`config.mk`:
```
export PLATFORM = sky130hd
export DESIGN_NAME = uart_tx_fifo
export DESIGN_NICKNAME = d
export VERILOG_FILES = /design/src/rtl/uart_tx_fifo.sv
export SDC_FILE = /design/constraint.sdc
export NUM_CORES = 1
export LEC_CHECK = 0
export CAP_MARGIN = 40
export CORE_MARGIN = 2
export CORE_UTILIZATION = 60
export CTS_CLUSTER_SIZE = 24
export DETAILED_ROUTE_END_ITERATION = 6
export HOLD_SLACK_MARGIN = 0.05
export PLACE_DENSITY = 0.8
export SLEW_MARGIN = 20
export SYNTH_ARGS = -nofsm -noshare
export SYNTH_HDL_FRONTEND = slang
export SYNTH_SLANG_ARGS = --single-unit
```
`constraint.sdc`:
```
create_clock -name clk -period 8 [get_ports clk]
set_input_delay 2 -clock clk [delete_from_list [all_inputs] [get_ports clk]]
set_output_delay 2 -clock clk [all_outputs]
set_load 0.05 [all_outputs]
```
`src/rtl/uart_tx_fifo.sv`:
```
// Byte-wide write FIFO drained as 8N1 serial frames on txd.
// Writes into a full FIFO are dropped and latch the sticky overflow flag.
module uart_tx_fifo #(
    parameter int unsigned CLK_DIV = 868,
    parameter int unsigned FIFO_AW = 4
) (
    input  logic        clk,
    input  logic        reset,
    input  logic [31:0] din,
    input  logic        we,
    output logic        txd,
    output logic        busy,
    output logic        fifo_full,
    output logic        fifo_empty,
    output logic        overflow
);

    localparam int unsigned Depth = 2 ** FIFO_AW;
    localparam int unsigned DivW  = (CLK_DIV > 1) ? $clog2(CLK_DIV) : 1;
    localparam logic [DivW-1:0]  DivLast   = DivW'(CLK_DIV - 1);
    localparam logic [FIFO_AW:0] CountFull = (FIFO_AW + 1)'(Depth);

    typedef enum logic [1:0] {StIdle, StStart, StData, StStop} state_e;

    logic [7:0]         mem_q [Depth];
    logic [FIFO_AW-1:0] wptr_q, rptr_q;
    logic [FIFO_AW:0]   count_q;
    logic               overflow_q;

    state_e             state_q;
    logic [DivW-1:0]    div_q;
    logic [2:0]         bit_q;
    logic [7:0]         sr_q;
    logic               txd_q;
    logic               busy_q;

    logic push, pop, bit_end;
    logic unused_din;

    assign unused_din = ^din[31:8];

    assign fifo_full  = (count_q == CountFull);
    assign fifo_empty = (count_q == '0);
    assign bit_end    = (div_q == DivLast);

    // Full is judged on the registered count, so a same-cycle pop never makes room.
    assign push = we & ~fifo_full;
    assign pop  = ~fifo_empty & ((state_q == StIdle) | ((state_q == StStop) & bit_end));

    always_ff @(posedge clk) begin
        if (push) begin
            mem_q[wptr_q] <= din[7:0];
        end
    end

    always_ff @(posedge clk or negedge reset) begin
        if (!reset) begin
            wptr_q     <= '0;
            rptr_q     <= '0;
            count_q    <= '0;
            overflow_q <= 1'b0;
        end else begin
            if (push) wptr_q <= wptr_q + 1'b1;
            if (pop)  rptr_q <= rptr_q + 1'b1;
            if (push && !pop) begin
                count_q <= count_q + 1'b1;
            end else if (pop && !push) begin
                count_q <= count_q - 1'b1;
            end
            if (we && fifo_full) overflow_q <= 1'b1;
        end
    end

    always_ff @(posedge clk or negedge reset) begin
        if (!reset) begin
            state_q <= StIdle;
            div_q   <= '0;
            bit_q   <= '0;
            sr_q    <= '0;
            txd_q   <= 1'b1;
            busy_q  <= 1'b0;
        end else begin
            unique case (state_q)
                StIdle: begin
                    if (pop) begin
                        sr_q    <= mem_q[rptr_q];
                        txd_q   <= 1'b0;
                        div_q   <= '0;
                        busy_q  <= 1'b1;
                        state_q <= StStart;
                    end
                end
                StStart: begin
                    if (bit_end) begin
                        div_q   <= '0;
                        txd_q   <= sr_q[0];
                        bit_q   <= '0;
                        state_q <= StData;
                    end else begin
                        div_q <= div_q + 1'b1;
                    end
                end
                StData: begin
                    if (bit_end) begin
                        div_q <= '0;
                        if (bit_q == 3'd7) begin
                            txd_q   <= 1'b1;
                            state_q <= StStop;
                        end else begin
                            sr_q  <= {1'b0, sr_q[7:1]};
                            txd_q <= sr_q[1];
                            bit_q <= bit_q + 1'b1;
                        end
                    end else begin
                        div_q <= div_q + 1'b1;
                    end
                end
                StStop: begin
                    if (bit_end) begin
                        div_q <= '0;
                        // Chain the next frame with no idle cycle in between.
                        if (pop) begin
                            sr_q    <= mem_q[rptr_q];
                            txd_q   <= 1'b0;
                            state_q <= StStart;
                        end else begin
                            busy_q  <= 1'b0;
                            state_q <= StIdle;
                        end
                    end else begin
                        div_q <= div_q + 1'b1;
                    end
                end
                default: state_q <= StIdle;
            endcase
        end
    end

    assign txd      = txd_q;
    assign busy     = busy_q;
    assign overflow = overflow_q;

endmodule

```
# Word level (Yosys, flattened, before mapping)
# Memories as Yosys holds them, arrays and structs flattened.
# Index checks and enable logic that the tools add are counted.
[classes] add_sub_neg=6 n_eq_ne=13 n_mux=33 bitwise=6 reduce_logical=17
[ops] cell="2-to-1 mux 8 bit" n=4
[ops] cell="case mux 8 bit (3 select lines)" n=1
[ops] cell="2-to-1 mux 10 bit" n=2
[ops] cell="case mux 10 bit (2 select lines)" n=1
[ops] cell="!= test 2 bit (second input constant)" n=7
[ops] cell="AND reduction 4 bit" n=3
[ops] cell="2-to-1 mux 1 bit" n=11
[ops] cell="adder 10 x 1 -> 10 bit (second input constant)" n=1
[ops] cell="== test 10 bit (second input constant)" n=1
[ops] cell="2-to-1 mux 2 bit" n=5
[ops] cell="2-to-1 mux 5 bit" n=2
[ops] cell="2-to-1 mux 3 bit" n=3
[ops] cell="adder 4 x 1 -> 4 bit (second input constant)" n=2
[ops] cell="case mux 2 bit (4 select lines)" n=1
[ops] cell="case mux 3 bit (2 select lines)" n=1
[ops] cell="nonzero test 2 bit" n=3
[ops] cell="adder 5 x 1 -> 5 bit (second input constant)" n=1
[ops] cell="== test 5 bit (second input constant)" n=1
[ops] cell="logical NOT 5 bit" n=1
[ops] cell="AND reduction 5 bit" n=1
[ops] cell="subtractor 5 x 1 -> 5 bit (second input constant)" n=1
[ops] cell="== test 2 bit (second input constant)" n=2
[ops] cell="case mux 1 bit (4 select lines)" n=1
[ops] cell="adder 3 x 1 -> 3 bit (second input constant)" n=1
[ops] cell="other kinds (12)" n=18
[totals] ff_bits=39 ram_bits=128 input_bits=35 output_inout_bits=5 word_cells=86 n_memories=1
[mem_list] memory="mem_q" words=16 width=8 read_ports=1 rd_ports_with_merged_regs=0 write_ports=1 line="25" text="logic [7:0] mem_q [Depth];"

# Logic depth before layout (Yosys ltp)
[logic_depth] word_depth=7 ltp_mapped=14 mapped_depth_nobuf=13

# Least setup slack after synthesis
# OpenSTA, ideal clock, no wires.
[synth_timing] path_kind="in2reg" startpoint="input port we" endpoint="register count_q[4]" setup_time_ns=0.127 arrival_time_ns=3.713 required_ns=7.873 path_slack_ns=4.161 cell_stages=10 n_path_buf=1 path_cell_list="nor2b_1 clkbuf_1 ha_1 inv_1 fa_1 a21o_1 a21oi_1 xnor2_1 nor2_1 xor2_1"
[synth_via] elab_chain_cells=4 word_cells_on_any_way=6 classes_between="1 x mux; 1 x bitwise; 4 x reduce/logical"
[synth_rtl] item="start, declared" line="10" text="input logic we,"
[synth_rtl] item="AND 1 bit *" line="47" text="assign push = we & ~fifo_full;"
[synth_rtl] item="via push" line="37" text="logic push, pop, bit_end;"
[synth_rtl] item="logical NOT 1 bit" line="67" text="end else if (pop && !push) begin"
[synth_rtl] item="logical AND 1 bit" line="67"
[synth_rtl] item="nonzero test 2 bit (no source line)"
[synth_rtl] item="end signal, assigned" line="66" text="count_q <= count_q + 1'b1;"
[synth_rtl] item="end signal, assigned" line="68" text="count_q <= count_q - 1'b1;"
[synth_rtl] item="end, declared" line="27" text="logic [FIFO_AW:0] count_q;"
# Mark *: on every way through the listed nets, which the timed path passes. The rest lies on a longest branch.
# A chain may end at the register's enable or synchronous reset.

# Final worst setup path
[layout_timing] startpoint="register count_q[0]" endpoint="output port fifo_empty"
[layout_via] elab_chain_cells=1
[layout_rtl] item="logical NOT 5 bit" line="43" text="assign fifo_empty = (count_q == '0);"
[layout_rtl] item="end, declared" line="14" text="output logic fifo_empty,"
# No other way between the ends.

==> results by stage <==
Timing:
- Setup violations remaining at the end of the flow were counted as 0.
- Summed over all failing endpoints, the final setup total negative slack is 0 ns.
- The transition time of the tightest slew-check pin is slightly above 0.8 ns.
- On the final layout, the worst hold slack is about 0.47 ns.
- On the final layout, the worst clock skew is between 0.01 and 0.015 ns.
- The final hold violation count was 0.
- Headroom to the max-slew limit came out at 46.08%.
- Setup repair after global routing left no endpoint under its margin.
- The shortest clock period the worst path allows after layout is approximately 4.5 ns.
- Once routing completed, OpenROAD measured the worst setup slack at roughly 3.5 ns.
- The number of pins with negative max-slew slack in the final report is 0.
- The worst path uses ~57% of the clock period.
- The maximum clock frequency is roughly 0.22 GHz.

Power:
- The largest vdd supply drop is about 0.24 mV.
- The power after layout is slightly below 3 mW.
- The switching share of power is approximately a third.
- Summed over all nets, the switching power comes to approximately 1 mW.
- For this design the ratio of total power to cell area is 366.9 nW/µm².
- Of the total power, the clock network draws between 20% and 30%.
- Sequential cells burn ~40% of the power.
- In this run the static leakage power is around 3.0 nW.
- The internal portion of the total power is 1.954 mW.
- The share of power burned in combinational logic is 32.6%.

CTS:
- The root buffer cell is clkbuf_16.
- The count of hold-fix buffers inserted at cts is 0.
- Clock-pin slew was measured on the worst setup and hold paths at roughly 0.06 ns.
- Post-CTS timing repair inserted 0 buffers for setup.
- Clock latency on the worst-skew pair, taken at its later pin, is around 0.43 ns.
- The post-CTS resize count is 0.
- The TritonCTS clock tree is done.
- Counting the buffers created by CTS gives 17.
- The clock sink total is between 150 and 200.
- In this run the number of H-tree levels came out at 4.
- Counting along the longest clock path gives a buffer depth of 2.

Global route:
- The first global-routing pass estimated ~23 mm of wire.
- The initial antenna violation count came to 0.
- The number of global-route vias before repair came to 4,221.
- The global-route congestion overflow total is 0.
- Global routing consumed, over all layers together, between 20% and 30% of the routing resources.
- The maximum number of pins on one net before global-route repair is 33.

Yosys:
- The biggest area contributor in the post-synthesis netlist is edfxtp_1.
- Summing the sequential cell areas from Yosys gives between 60% and 70% of the chip area.
- After technology mapping, the gate count stands at a little under 500.
- The yosys synthesis warning count is 0.
- Sorting the synthesized cells by area gives the leading types as edfxtp_1, dfrtp_1, mux2i_1, ha_1, mux4_2.
- The most instantiated flip-flop cell in the synthesis netlist is edfxtp_1.
- The number of different library cells used by synthesis comes to 48.
- The fraction of synthesized cell area taken by the top area cell type is 53.59%.
- The number of nets in the synthesized netlist is 539.
- The number of synthesized flops with an enable pin is between 100 and 150.
- Counting flops and latches in the post-synthesis netlist gives roughly 170.
- The post-synthesis async set-or-reset flop share is around a quarter.
- The mean cell area of the mapped netlist is 14.76 µm².
- The cell area after synthesis is ~7200 µm².

Routing:
- The count of nets left with antenna violations once routing finished came out at 0.
- The detailed router placed around 4.2k vias in this run.
- Dividing the detail-routed wire length by the instance count gives approximately 21 µm.
- The highest metal layer carrying signal wires in the routed design is met4.
- The remaining design rule violation count is 0.
- The iteration count of the initial detailed-routing pass is 5.
- The first routing iteration left 479 violations.
- The routed wire length on met3 is between 800 and 900 µm.
- The routed wire length is roughly 14 mm.
- The routed design uses a little over 7 mm of met2 wire.
- The detailed-route vias per instance is 6.244.
- The wire length on met1 is 5.899 mm.

Critical path:
- The master of the slowest instance on the critical path is clkdlybuf4s50_1.
- The critical path goes through nor4_1, nand2b_1, inv_1, clkdlybuf4s50_1.
- Together, buffers and inverters on the worst path number 2.
- Along the worst path, the maximum fanout reaches 5.
- On the critical path the largest part of the delay comes from buffers and inverters.
- The critical path is of the register to output port type.
- STA puts the critical path data arrival time at 2.55 ns.
- The worst endpoint required time is ~6.0 ns.
- The worst setup path is launched from a register.
- STA classifies the critical path endpoint as an output port.
- The delay contributed by the slowest stage of the critical path is approximately 0.82 ns.

Place:
- The area of placed instances is around 7500 µm².
- The half-perimeter wire length of the detailed placement result is a little under 9 mm.
- The number of buffers inserted by port buffering is 15.
- The final weighted congestion in routability-driven placement is between 0.8 and 0.9.
- Including well taps, the total number of placed cells is approximately 630.
- Timing analysis after detailed placement gives a worst setup slack of 3.302 ns.

Floorplan:
- The initial utilization of the core area, before any placement, comes to roughly 62%.
- 40 I/O pins were placed.
- The core region area is around 12,000 µm².
- The number of placement rows is 39.
- The width of the die is around 110 µm.
- The die covers around 13,000 µm².
- From bottom edge to top edge, the die measures about 110 µm.

Final layout:
- The proportion of layout cells with a drive suffix above 1 is 13.58%.
- Summing all flip-flop and latch instances after layout gives about 4800 µm².
- The number of antenna repair diodes is 0.
- The area growth from synthesis to layout is 13.45%.
- The post-layout instance area is roughly 8100 µm².
- For this run, the post-layout net count is 570.
- The layout has ~700 filler cells.
- The final cell count without fillers is between 600 and 700.
- Cells fill between 70% and 80% of the core in the end.
- The area of the multi-input gates is about 2200 µm².

Outcome:
- The flow ran to the end, and the final reports show no timing, DRC or antenna violations.

Min path:
- The worst hold path class is register to register.

Job:
- The max-cap violation count is 0.
sequential cells by signal (all words and copies together) (netlist names), 2 cells and up:
name,cells
mem_q,128
count_q,5
sr_q,8
bit_q,3
div_q,10
rptr_q,4
state_q,2
wptr_q,4
per-layer routing:
layer / track usage [%] / vias up
met3: 6.963 / 19
met5: 0 / -
li1: - / 1917
met2: 37.41 / 165
met4: 10.65 / 0
met1: 31.98 / 2101
Yosys cell counts, types with 2 or more instances:
cell	instances
mux4_2	7
inv_1	12
buf_4	6
nor2b_1	4
nand2_1	24
nand3_1	10
nor2_1	30
a41oi_1	2
o211ai_1	2
xor2_1	4
nand4_1	4
mux2i_1	51
a22oi_1	19
buf_2	6
nand2b_1	5
edfxtp_1	128
a211oi_1	2
mux2_2	6
o21ai_0	20
clkbuf_1	8
buf_1	2
and2_1	3
a31oi_1	10
dfrtp_1	38
o31ai_1	3
a21o_1	3
xnor2_1	8
ha_1	17
a22o_1	3
nor3_1	9
a21oi_1	18
a32oi_1	6
worst paths after layout:
path                             from         end  slack (ns)  depth (start not counted)
max                        count_q[0]  fifo_empty        3.45                          4
min                          overflow    overflow        0.47                          1
max reg2reg                  div_q[0]  count_q[4]        4.68                         13
min reg2reg                  overflow    overflow        0.47                          1
max in group asynchronous       reset   rptr_q[1]        6.07                          2
min in group asynchronous       reset    div_q[2]        1.45                          1
layout by cell type, fill, tap and decap left out, drive strengths merged, types with 6 or more instances in the layout:
cell type	count
inv	19
mux2	6
a22oi	19
nor2	30
nor3	9
edfxtp	128
nand2	24
buf	21
mux4	7
clkdlybuf4s50	14
clkbuf	18
a32oi	6
ha	17
a21oi	18
xnor2	8
a31oi	10
o21ai	20
mux2i	51
nand3	11
dfrtp	38
cells by family after synthesis:
kind of cell	share of synthesized area [%]
multiplexers	10.26
AO/OA/AOI/OAI	8.531
flip-flops	67.22
XOR/XNOR	1.465
buffers and inverters	2.355
AND/OR/NAND/NOR	6.926
adder cells (fa/ha/maj)	3.245
layout make-up:
| cell class | count | share of cell area (%) |
|---|---|---|
| Clock inverter | 14 | 1.984 |
| Timing Repair Buffer | 35 | 3.906 |
| Multi-Input combinational cell | 284 | 26.82 |
| Inverter | 12 | 0.5536 |
| Tap cell | 143 | 2.199 |
| Clock buffer | 18 | 5.274 |
| Sequential cell | 167 | 59.26 |
worst register-to-register path: cells and delay by family, from the launching register on:
family,cells,cell delay [ns]
AND/OR/NAND/NOR,3,0.81
adder cells (fa/ha/maj),3,0.76
AO/OA/AOI/OAI,3,0.67
flip-flops,1,0.42
XOR/XNOR,2,0.30
buffers and inverters,2,0.24
power by group through the flow:
stage	clock network [mW]	logic (mW)	registers, mW
finish	0.811	0.972	1.20
global route	0.857	1.07	1.22
CTS	0.819	0.960	1.20
detailed placement	0	0.946	1.21
global placement	0	0.889	1.20
floorplan	0	0.741	1.17
Note: power is estimated with default switching activity, not from simulation.
